<file path="src/rtl/tipi_rpi_link.sv">
// Serial link master for the TIPI CPLD: shifts one byte to the RD/RC
// register or reads one byte from the TD/TC register per command.
module tipi_rpi_link #(
    parameter int HALF_PER = 4
) (
    input  logic       clk,
    input  logic       reset_n,
    input  logic       cmd_valid,
    output logic       cmd_ready,
    input  logic       cmd_write,
    input  logic       cmd_sel,
    input  logic [7:0] cmd_wdata,
    output logic       rsp_valid,
    output logic [7:0] rsp_data,
    output logic       busy,
    output logic       r_clk,
    output logic       r_le,
    output logic       r_rt,
    output logic       r_dc,
    output logic       r_dout,
    input  logic       r_din
);

    typedef enum logic [2:0] {
        IDLE,
        SETUP,
        LE_HI,
        LE_LO,
        BIT_LO,
        BIT_HI,
        DONE
    } state_t;

    localparam logic [7:0] PH_LAST = 8'(HALF_PER - 1);

    state_t     state;
    state_t     next_state;
    logic [7:0] phase;
    logic [2:0] bit_cnt;
    logic       wr_q;
    logic [7:0] tx_q;
    logic [7:0] rx_q;
    logic [7:0] rsp_q;
    logic       rt_q;
    logic       dc_q;
    logic       din_s1;
    logic       din_s2;
    logic       accept;
    logic       phase_end;
    logic       last_bit;

    assign accept    = cmd_valid && cmd_ready;
    assign phase_end = (phase == PH_LAST);
    assign last_bit  = (bit_cnt == 3'd7);

    always_ff @(posedge clk) begin
        if (!reset_n) begin
            state <= IDLE;
        end else begin
            state <= next_state;
        end
    end

    always_comb begin
        next_state = state;
        unique case (state)
            IDLE: begin
                if (accept) next_state = SETUP;
            end
            SETUP: begin
                if (phase_end) next_state = wr_q ? BIT_LO : LE_HI;
            end
            LE_HI: begin
                if (phase_end) next_state = LE_LO;
            end
            LE_LO: begin
                if (phase_end) next_state = wr_q ? DONE : BIT_LO;
            end
            BIT_LO: begin
                if (phase_end) next_state = BIT_HI;
            end
            BIT_HI: begin
                if (phase_end) begin
                    if (!last_bit)  next_state = BIT_LO;
                    else if (wr_q)  next_state = LE_HI;
                    else            next_state = DONE;
                end
            end
            DONE:    next_state = IDLE;
            default: next_state = IDLE;
        endcase
    end

    always_comb begin
        cmd_ready = reset_n && (state == IDLE);
        busy      = (state != IDLE);
        rsp_valid = (state == DONE);
        r_le      = (state == LE_HI);
        r_clk     = (state == BIT_HI);
        r_rt      = rt_q;
        r_dc      = dc_q;
        rsp_data  = rsp_q;
        r_dout    = 1'b0;
        // bit_cnt is 0 in SETUP, so the MSB is already presented there
        if (wr_q && (state inside {SETUP, BIT_LO, BIT_HI})) begin
            r_dout = tx_q[3'd7 - bit_cnt];
        end
    end

    always_ff @(posedge clk) begin
        if (!reset_n) begin
            din_s1 <= 1'b0;
            din_s2 <= 1'b0;
        end else begin
            din_s1 <= r_din;
            din_s2 <= din_s1;
        end
    end

    always_ff @(posedge clk) begin
        if (!reset_n) begin
            phase   <= 8'd0;
            bit_cnt <= 3'd0;
            wr_q    <= 1'b0;
            tx_q    <= 8'd0;
            rx_q    <= 8'd0;
            rsp_q   <= 8'd0;
            rt_q    <= 1'b0;
            dc_q    <= 1'b0;
        end else begin
            if (accept) begin
                wr_q    <= cmd_write;
                tx_q    <= cmd_wdata;
                rt_q    <= ~cmd_write;
                dc_q    <= cmd_sel;
                bit_cnt <= 3'd0;
            end

            if (state == IDLE || state == DONE) begin
                phase <= 8'd0;
            end else if (phase_end) begin
                phase <= 8'd0;
            end else begin
                phase <= phase + 8'd1;
            end

            if (state == BIT_HI && phase_end && !last_bit) begin
                bit_cnt <= bit_cnt + 3'd1;
            end

            if (state == BIT_LO && phase_end) begin
                rx_q <= {rx_q[6:0], din_s2};
            end

            // load on entry to DONE so the byte is visible with rsp_valid
            if (state == BIT_HI && phase_end && last_bit && !wr_q) begin
                rsp_q <= rx_q;
            end
        end
    end

endmodule

</file>
<file path="config.mk">
export PLATFORM = sky130hd
export DESIGN_NAME = tipi_rpi_link
export DESIGN_NICKNAME = d
export VERILOG_FILES = /design/src/rtl/tipi_rpi_link.sv
export SDC_FILE = /design/constraint.sdc
export NUM_CORES = 1
export LEC_CHECK = 0
export ABC_AREA = 1
export CORE_MARGIN = 4
export CORE_UTILIZATION = 57
export DETAILED_ROUTE_END_ITERATION = 12
export GPL_ROUTABILITY_DRIVEN = 0
export GPL_TIMING_DRIVEN = 0
export PLACE_DENSITY = 0.84
export SYNTH_ARGS = -nofsm -noshare
export SYNTH_HDL_FRONTEND = slang
export SYNTH_SLANG_ARGS = --single-unit
</file>
<file path="constraint.sdc">
create_clock -name clk -period 2.85 [get_ports clk]
set_clock_uncertainty 0.15 [all_clocks]
set_input_delay 0.57 -clock clk [delete_from_list [all_inputs] [get_ports clk]]
set_output_delay 0.57 -clock clk [all_outputs]
set_load 0.01 [all_outputs]
</file>
=== After elaboration in Yosys (flattened, before gate mapping) ===
Index checks and enable logic that the tools add are counted.

* Memories kept: 0
* Bits in latches: 0
* Memory bits (read-only): 0
* Output and inout bits: 16
* Memory bits (writable): 0
* Input port bits: 14
* Bits in registers: 43

* Order comparisons: 1
* Divide/modulo/power cells: 0
* Mux-type cells: 16
* Reductions and logical operators: 17
* Shifts and indexed selects: 0
* Multiply operators: 0
* Bitwise operators: 2
* Add/subtract/negate cells: 3
* Equality and inequality tests: 14

{| class="wikitable"
|+ Operator list
! kind !! number
|-
| $mux 3 || 11
|-
| $pmux 3 s6 || 1
|-
| $eq 3x3->1 const B || 4
|-
| $add 8x1->8 const B || 1
|-
| $eq 8x2->1 const B || 1
|-
| $logic_and 1x1->1 || 8
|-
| $ne 2x2->1 const B || 4
|-
| $eq 3x2->1 const B || 2
|-
| $reduce_and 6->1 || 1
|-
| $reduce_bool 3->1 || 2
|-
| $lt 3x4->1 const B || 1
|-
| $ne 2x1->1 const B || 2
|-
| $add 3x1->3 const B || 1
|-
| $bmux 1 s3 || 1
|-
| $eq 3x1->1 const B || 1
|-
| $logic_not 3->1 || 1
|-
| $reduce_or 3->1 || 1
|-
| $sub 3x3->3 const A || 1
|-
| $logic_not 1->1 || 2
|-
| $mux 1 || 2
|-
| $mux 2 || 1
|-
| $not 1->1 || 2
|-
| $reduce_bool 2->1 || 1
|-
| $logic_or 1x1->1 || 1
|}

=== Logic depth before layout (Yosys ltp) ===
* Word-level depth: 5
* Depth in mapped cells: 9
* Gate-level depth less buffers: 9

=== Worst setup path after synthesis ===
Ideal clock, no wire load.

* Path kind: reg2out
* From: register bit_cnt[0]
* To: output port r_dout
* Path slack: 1125 ps
* Path buffers: 1
* Stages on the path, launching flop included: 8
* Data required time: 2130 ps
* Arrival time: 1005 ps
* Cells stage by stage: dfxtp_1 clkbuf_1 a21oi_1 o21ai_0 nand2_1 nand2_1 nand2_1 nor2_1

* Cells in the longest elaborated chain, start to end: 4

{| class="wikitable"
|+ Ends and longest elaborated chain
! element !! line !! source
|-
| start, declared || 39 || <nowiki>logic [2:0] bit_cnt;</nowiki>
|-
| start signal, assigned || 148 || <nowiki>bit_cnt <= bit_cnt + 3'd1;</nowiki>
|-
| $sub 3x3->3 || 106 || <nowiki>r_dout = tx_q[3'd7 - bit_cnt];</nowiki>
|-
| $bmux 1 s3 || 106 ||
|-
| $mux 1 (not written as such) || 106 ||
|-
| $mux 1 || 105 || <nowiki>if (wr_q && (state inside {SETUP, BIT_LO, BIT_HI})) begin</nowiki>
|-
| end, declared || 20 || <nowiki>output logic r_dout,</nowiki>
|}

Every way passes these cells. The select of a mux whose other input is x is not followed.

=== Worst setup path after layout ===
* From: input port reset_n
* To: output port cmd_ready

* Cells in the longest elaborated chain, start to end: 1

{| class="wikitable"
|+ Ends and longest elaborated chain
! element !! line !! source
|-
| start, declared || 7 || <nowiki>input logic reset_n,</nowiki>
|-
| $logic_and 1x1->1 || 95 || <nowiki>cmd_ready = reset_n && (state == IDLE);</nowiki>
|-
| end, declared || 9 || <nowiki>output logic cmd_ready,</nowiki>
|}

Every way passes these cells.

==> results.txt <==
----------------------------------------------------
[STA]
  Worst max-slew margin expressed relative to the limit ... 68.64%
  Tightest Pin Transition ... 0.4704 ns
  Top achievable clock speed ... 367.4 MHz
  Number of setup violations in the final report ... 0
  Max-slew violations ... 0
  Crit path time final ... 2.722 ns
  Hold violation count in the final report ... 0
  RSZ-0062 raised after global routing ... no
  Final sum of negative setup slack ... 0 ns
  Share of the clock period used by the worst path after layout ... 95.51%

[Critical path]
  CP dominant cell by count ... sky130_fd_sc_hd__clkdlybuf4s50_1
  Slowest cell on the critical path ... sky130_fd_sc_hd__clkdlybuf4s50_1
  Endpoint arrival time on the critical path ... 2.00 ns
  Worst path cell trace ... clkdlybuf4s50_1 > inv_1 > nor2_2 > clkdlybuf4s50_1
  Peak per-stage delay on the critical path ... 0.55 ns
  Kind of start point of the critical path ... input pin
  Endpoint type of the worst setup path ... output pin
  R2R depth ... 6
  Reg2reg start ... phase[0]$_SDFF_PP0_
  R2R Path End ... rx_q[1]$_SDFFE_PN0P_
  Register-to-Register Setup Slack ... 1.14 ns
  Required time at the endpoint of the critical path ... 2.13 ns
  Crit Path Class ... in2out
  Largest driver fanout on the critical path ... 6

[Synthesis]
  Cell types occupying the most area after synthesis ... sky130_fd_sc_hd__dfxtp_1 44%, sky130_fd_sc_hd__nand2_1 11%, sky130_fd_sc_hd__nor2_1 11%
  Cells after Synth ... 276
  Synth Area in XOR/XNOR ... 1.352%
  Cell accounting for the most synthesized area ... sky130_fd_sc_hd__dfxtp_1
  Number of enable flip-flop cells after synthesis ... 0
  Area of the mapped netlist ... 0.001943 mm^2
  Synth Register Bits ... 43
  Average instance area after synthesis ... 7.040 um^2
  Net Count, Synth ... 293
  Main combinational cell family by area after synthesis ... simple AND/OR/NAND/NOR gates
  Library cells used by synthesis ... 26
  Portion of the post-synthesis area used by sequential elements ... 44.30%
  Share of cell area taken by muxes after synthesis ... 0%
  Adder and majority gate portion of the synthesized area ... 1.932%
  Most used standard cells in the synthesized netlist ... 59 x sky130_fd_sc_hd__nand2_1, 58 x sky130_fd_sc_hd__nor2_1, 43 x sky130_fd_sc_hd__dfxtp_1, 32 x sky130_fd_sc_hd__inv_1, 20 x sky130_fd_sc_hd__o21ai_0
  Post-synthesis share of cell area spent on and, or, nand and nor gates ... 33.23%
  Number of warnings printed during yosys synthesis ... 0
  Proportion of synthesized flip-flops having asynchronous set or reset ... 0%
  Area fraction in compound gates after synthesis ... 10.05%
  Fraction of synthesized cell area taken by the top area cell type ... 44.30%
  Most used DFF post-synth ... sky130_fd_sc_hd__dfxtp_1
  Most numerous cell in the Yosys netlist ... sky130_fd_sc_hd__nand2_1

[Finish]
  Util after Layout ... 75.83%
  Multi-input logic area ... 904.6 um^2
  Area growth syn-to-layout ... 23.05%
  Ratio of cells with drive above 1 in the final layout ... 8.626%
  Final Net Count ... 329
  Count of fill cells added during filler insertion ... 263
  Total area of sequential cells ... 860.8 um^2
  Antenna diode count ... 0

[Power]
  Leakage dissipation ... 1.064 nW
  PwrDens ... 713.1 mW/mm^2
  Total chip power ... 1.705 mW
  Combinational Power Share ... 30.0%
  Net Sw Frac ... 32.78%
  Share of total power in the clock network ... 27.5%
  Reported net switching power ... 0.5590 mW
  Worst vdd rail ir drop ... 0.0004859 V
  Cell Int Power ... 1.146 mW
  Portion of total power attributed to sequential cells ... 42.5%

[CTS]
  CTS Buf Count ... 5
  Clk Tree Root Cell ... sky130_fd_sc_hd__clkbuf_4
  H-tree levels ... 2
  Count of clock tree sinks ... 43
  Clock edge transition at the registers on the reported setup and hold paths ... 0.12 ns
  Clock latency at the later pin of the worst-skew pair ... 0.36 ns
  Maximum number of buffers from clock root to sink ... 2
  Clock tree from TritonCTS ... yes
  Count of hold buffers inserted by post-cts repair ... 0

[Detailed routing]
  Via density per instance ... 4.860
  Via count ... 1735
  DRC ... 0
  Wirelength per Cell ... 11.08 um
  Number of iterations in the first detailed-routing pass ... 4
  Iter 0 DRT Violations ... 169
  Antenna Nets Post-Route ... 0
  Sum of routed wire length over all layers ... 3955 um

[Die]
  Y dimension of the die ... 66.39 um
  Floorplan Core Area ... 0.003153 mm^2
  Number of top-level design ports ... 30
  Overall die area ... 0.004407 mm^2
  Floorplan die width ... 66.39 um
  Standard-cell rows ... 20
  Initial standard-cell utilization of the core ... 61.63%

[Global routing]
  First-pass GRT wire length ... 6803 um
  Via count of the first global-routing pass ... 1559
  Initial antenna violation count ... 0
  Pin count of the biggest net entering global routing ... 14
  Aggregate global routing overflow ... 0
  Global-route usage over all layers ... 20.48%

[Hold path]
  Worst hold endpoint ... din_s2$_SDFF_PN0_
  Classification of the worst-slack hold path ... reg2reg
  Critical hold path startpoint ... din_s1$_SDFF_PN0_
  Number of stages on the worst hold path ... 2

[Job]
  Max-capacitance violation count ... 0

[Place]
  HPWL Detailed ... 2908 um
  Port Buffers ... 29

[Status]
  Result of the run ... completed

----------------------------------------------------
how the worst max path moves through the flow:
stage                                  startpoint   endpoint  slack [ns]  cells past startpoint
after floorplan           bit_cnt[0]$_SDFFE_PN0P_     r_dout        1.13                      7
after global placement                    reset_n  cmd_ready        0.15                      4
after detailed placement                  reset_n  cmd_ready        0.13                      4
after CTS                 bit_cnt[0]$_SDFFE_PN0P_     r_dout        0.08                      8
after global routing      bit_cnt[0]$_SDFFE_PN0P_     r_dout        0.01                      8
final                                     reset_n  cmd_ready        0.13                      4
kinds of logic (layout without fill, tap and decap cells):
group,Yosys count,count (layout)
buffers and inverters,42,79
DFF,43,43
adders and majority gates,3,3
AOI/OAI and AO/OA,37,37
xor gates and xnor gates,3,3
and+or+nand+nor,148,148
cells in the final DEF, fill, tap and decap left out, drive strengths merged:
cell type      synthesis  final
nand2                 63     63
nor2                  62     62
dfxtp                 43     43
inv                   35     35
clkdlybuf4s50          0     29
o21ai                 20     20
nand3                 19     19
a21oi                 13     13
clkbuf                 3      8
buf                    4      5
xor2                   3      3
ha                     3      3
nor3                   2      2
bufinv                 0      2
a211oi                 1      1
o211ai                 1      1
o21a                   1      1
or2                    1      1
o21bai                 1      1
nand3b                 1      1
worst max-delay path: cells and delay by family:
family        cells  cell delay [ns]
simple gates      1             0.17
buf+inv           3             1.26
what timing repair did:
action	in CTS	in global routing
endpoints found under the setup margin	0	1
setup buffers	0	0
resized for setup	0	3
layer usage:
| layer | part of all wire [%] | GRT usage, % | vias to the layer above |
|---|---|---|---|
| met4 | 2.1 | 7.868 | 0 |
| li1 | - | - | 931 |
| met3 | 3.4 | 6.122 | 9 |
| met2 | 46 | 32.59 | 30 |
| met5 | 0 | 0 | - |
| met1 | 48 | 25.81 | 765 |
registers in the layout (all words and copies together) (netlist names):
signal and count:
bit_cnt 3, din_s1 1, din_s2 1, phase 8
r_dc 1, r_rt 1, rsp_data 8, rx_q 8
state 3, tx_q 8, wr_q 1
power groups by stage:
stage          clock [mW]  sequential, mW  combinational [mW]
3_3_place_gp            0           0.734               0.498
2_1_floorplan           0           0.729               0.344
5_1_grt             0.502           0.733               0.587
3_5_place_dp            0           0.737               0.510
6_report            0.469           0.724               0.512
4_1_cts             0.476           0.723               0.511
per-stage QoR:
stage	instances	hold slack [ns]	setup WS (ns)	instance area [um^2]
after floorplan	276	0.2405	1.125	1943
after global placement	349	0.2572	0.1511	2288
after detailed placement	349	0.2540	0.1308	2288
after CTS	357	0.2814	0.08347	2390
after global routing	357	0.2914	0.01277	2391
final	357	0.2769	0.1279	2391
layout make-up:
type | count | share of cell area [%]
tap | 44 | 2.302
clock inverter | 2 | 2.512
timing repair buffer | 29 | 12.14
multi-input combinational | 191 | 37.83
buffer | 7 | 1.988
inverter | 35 | 5.495
sequential | 43 | 36.00
clock buffer | 6 | 1.727
No activity file was read; power rests on OpenSTA's default activity.
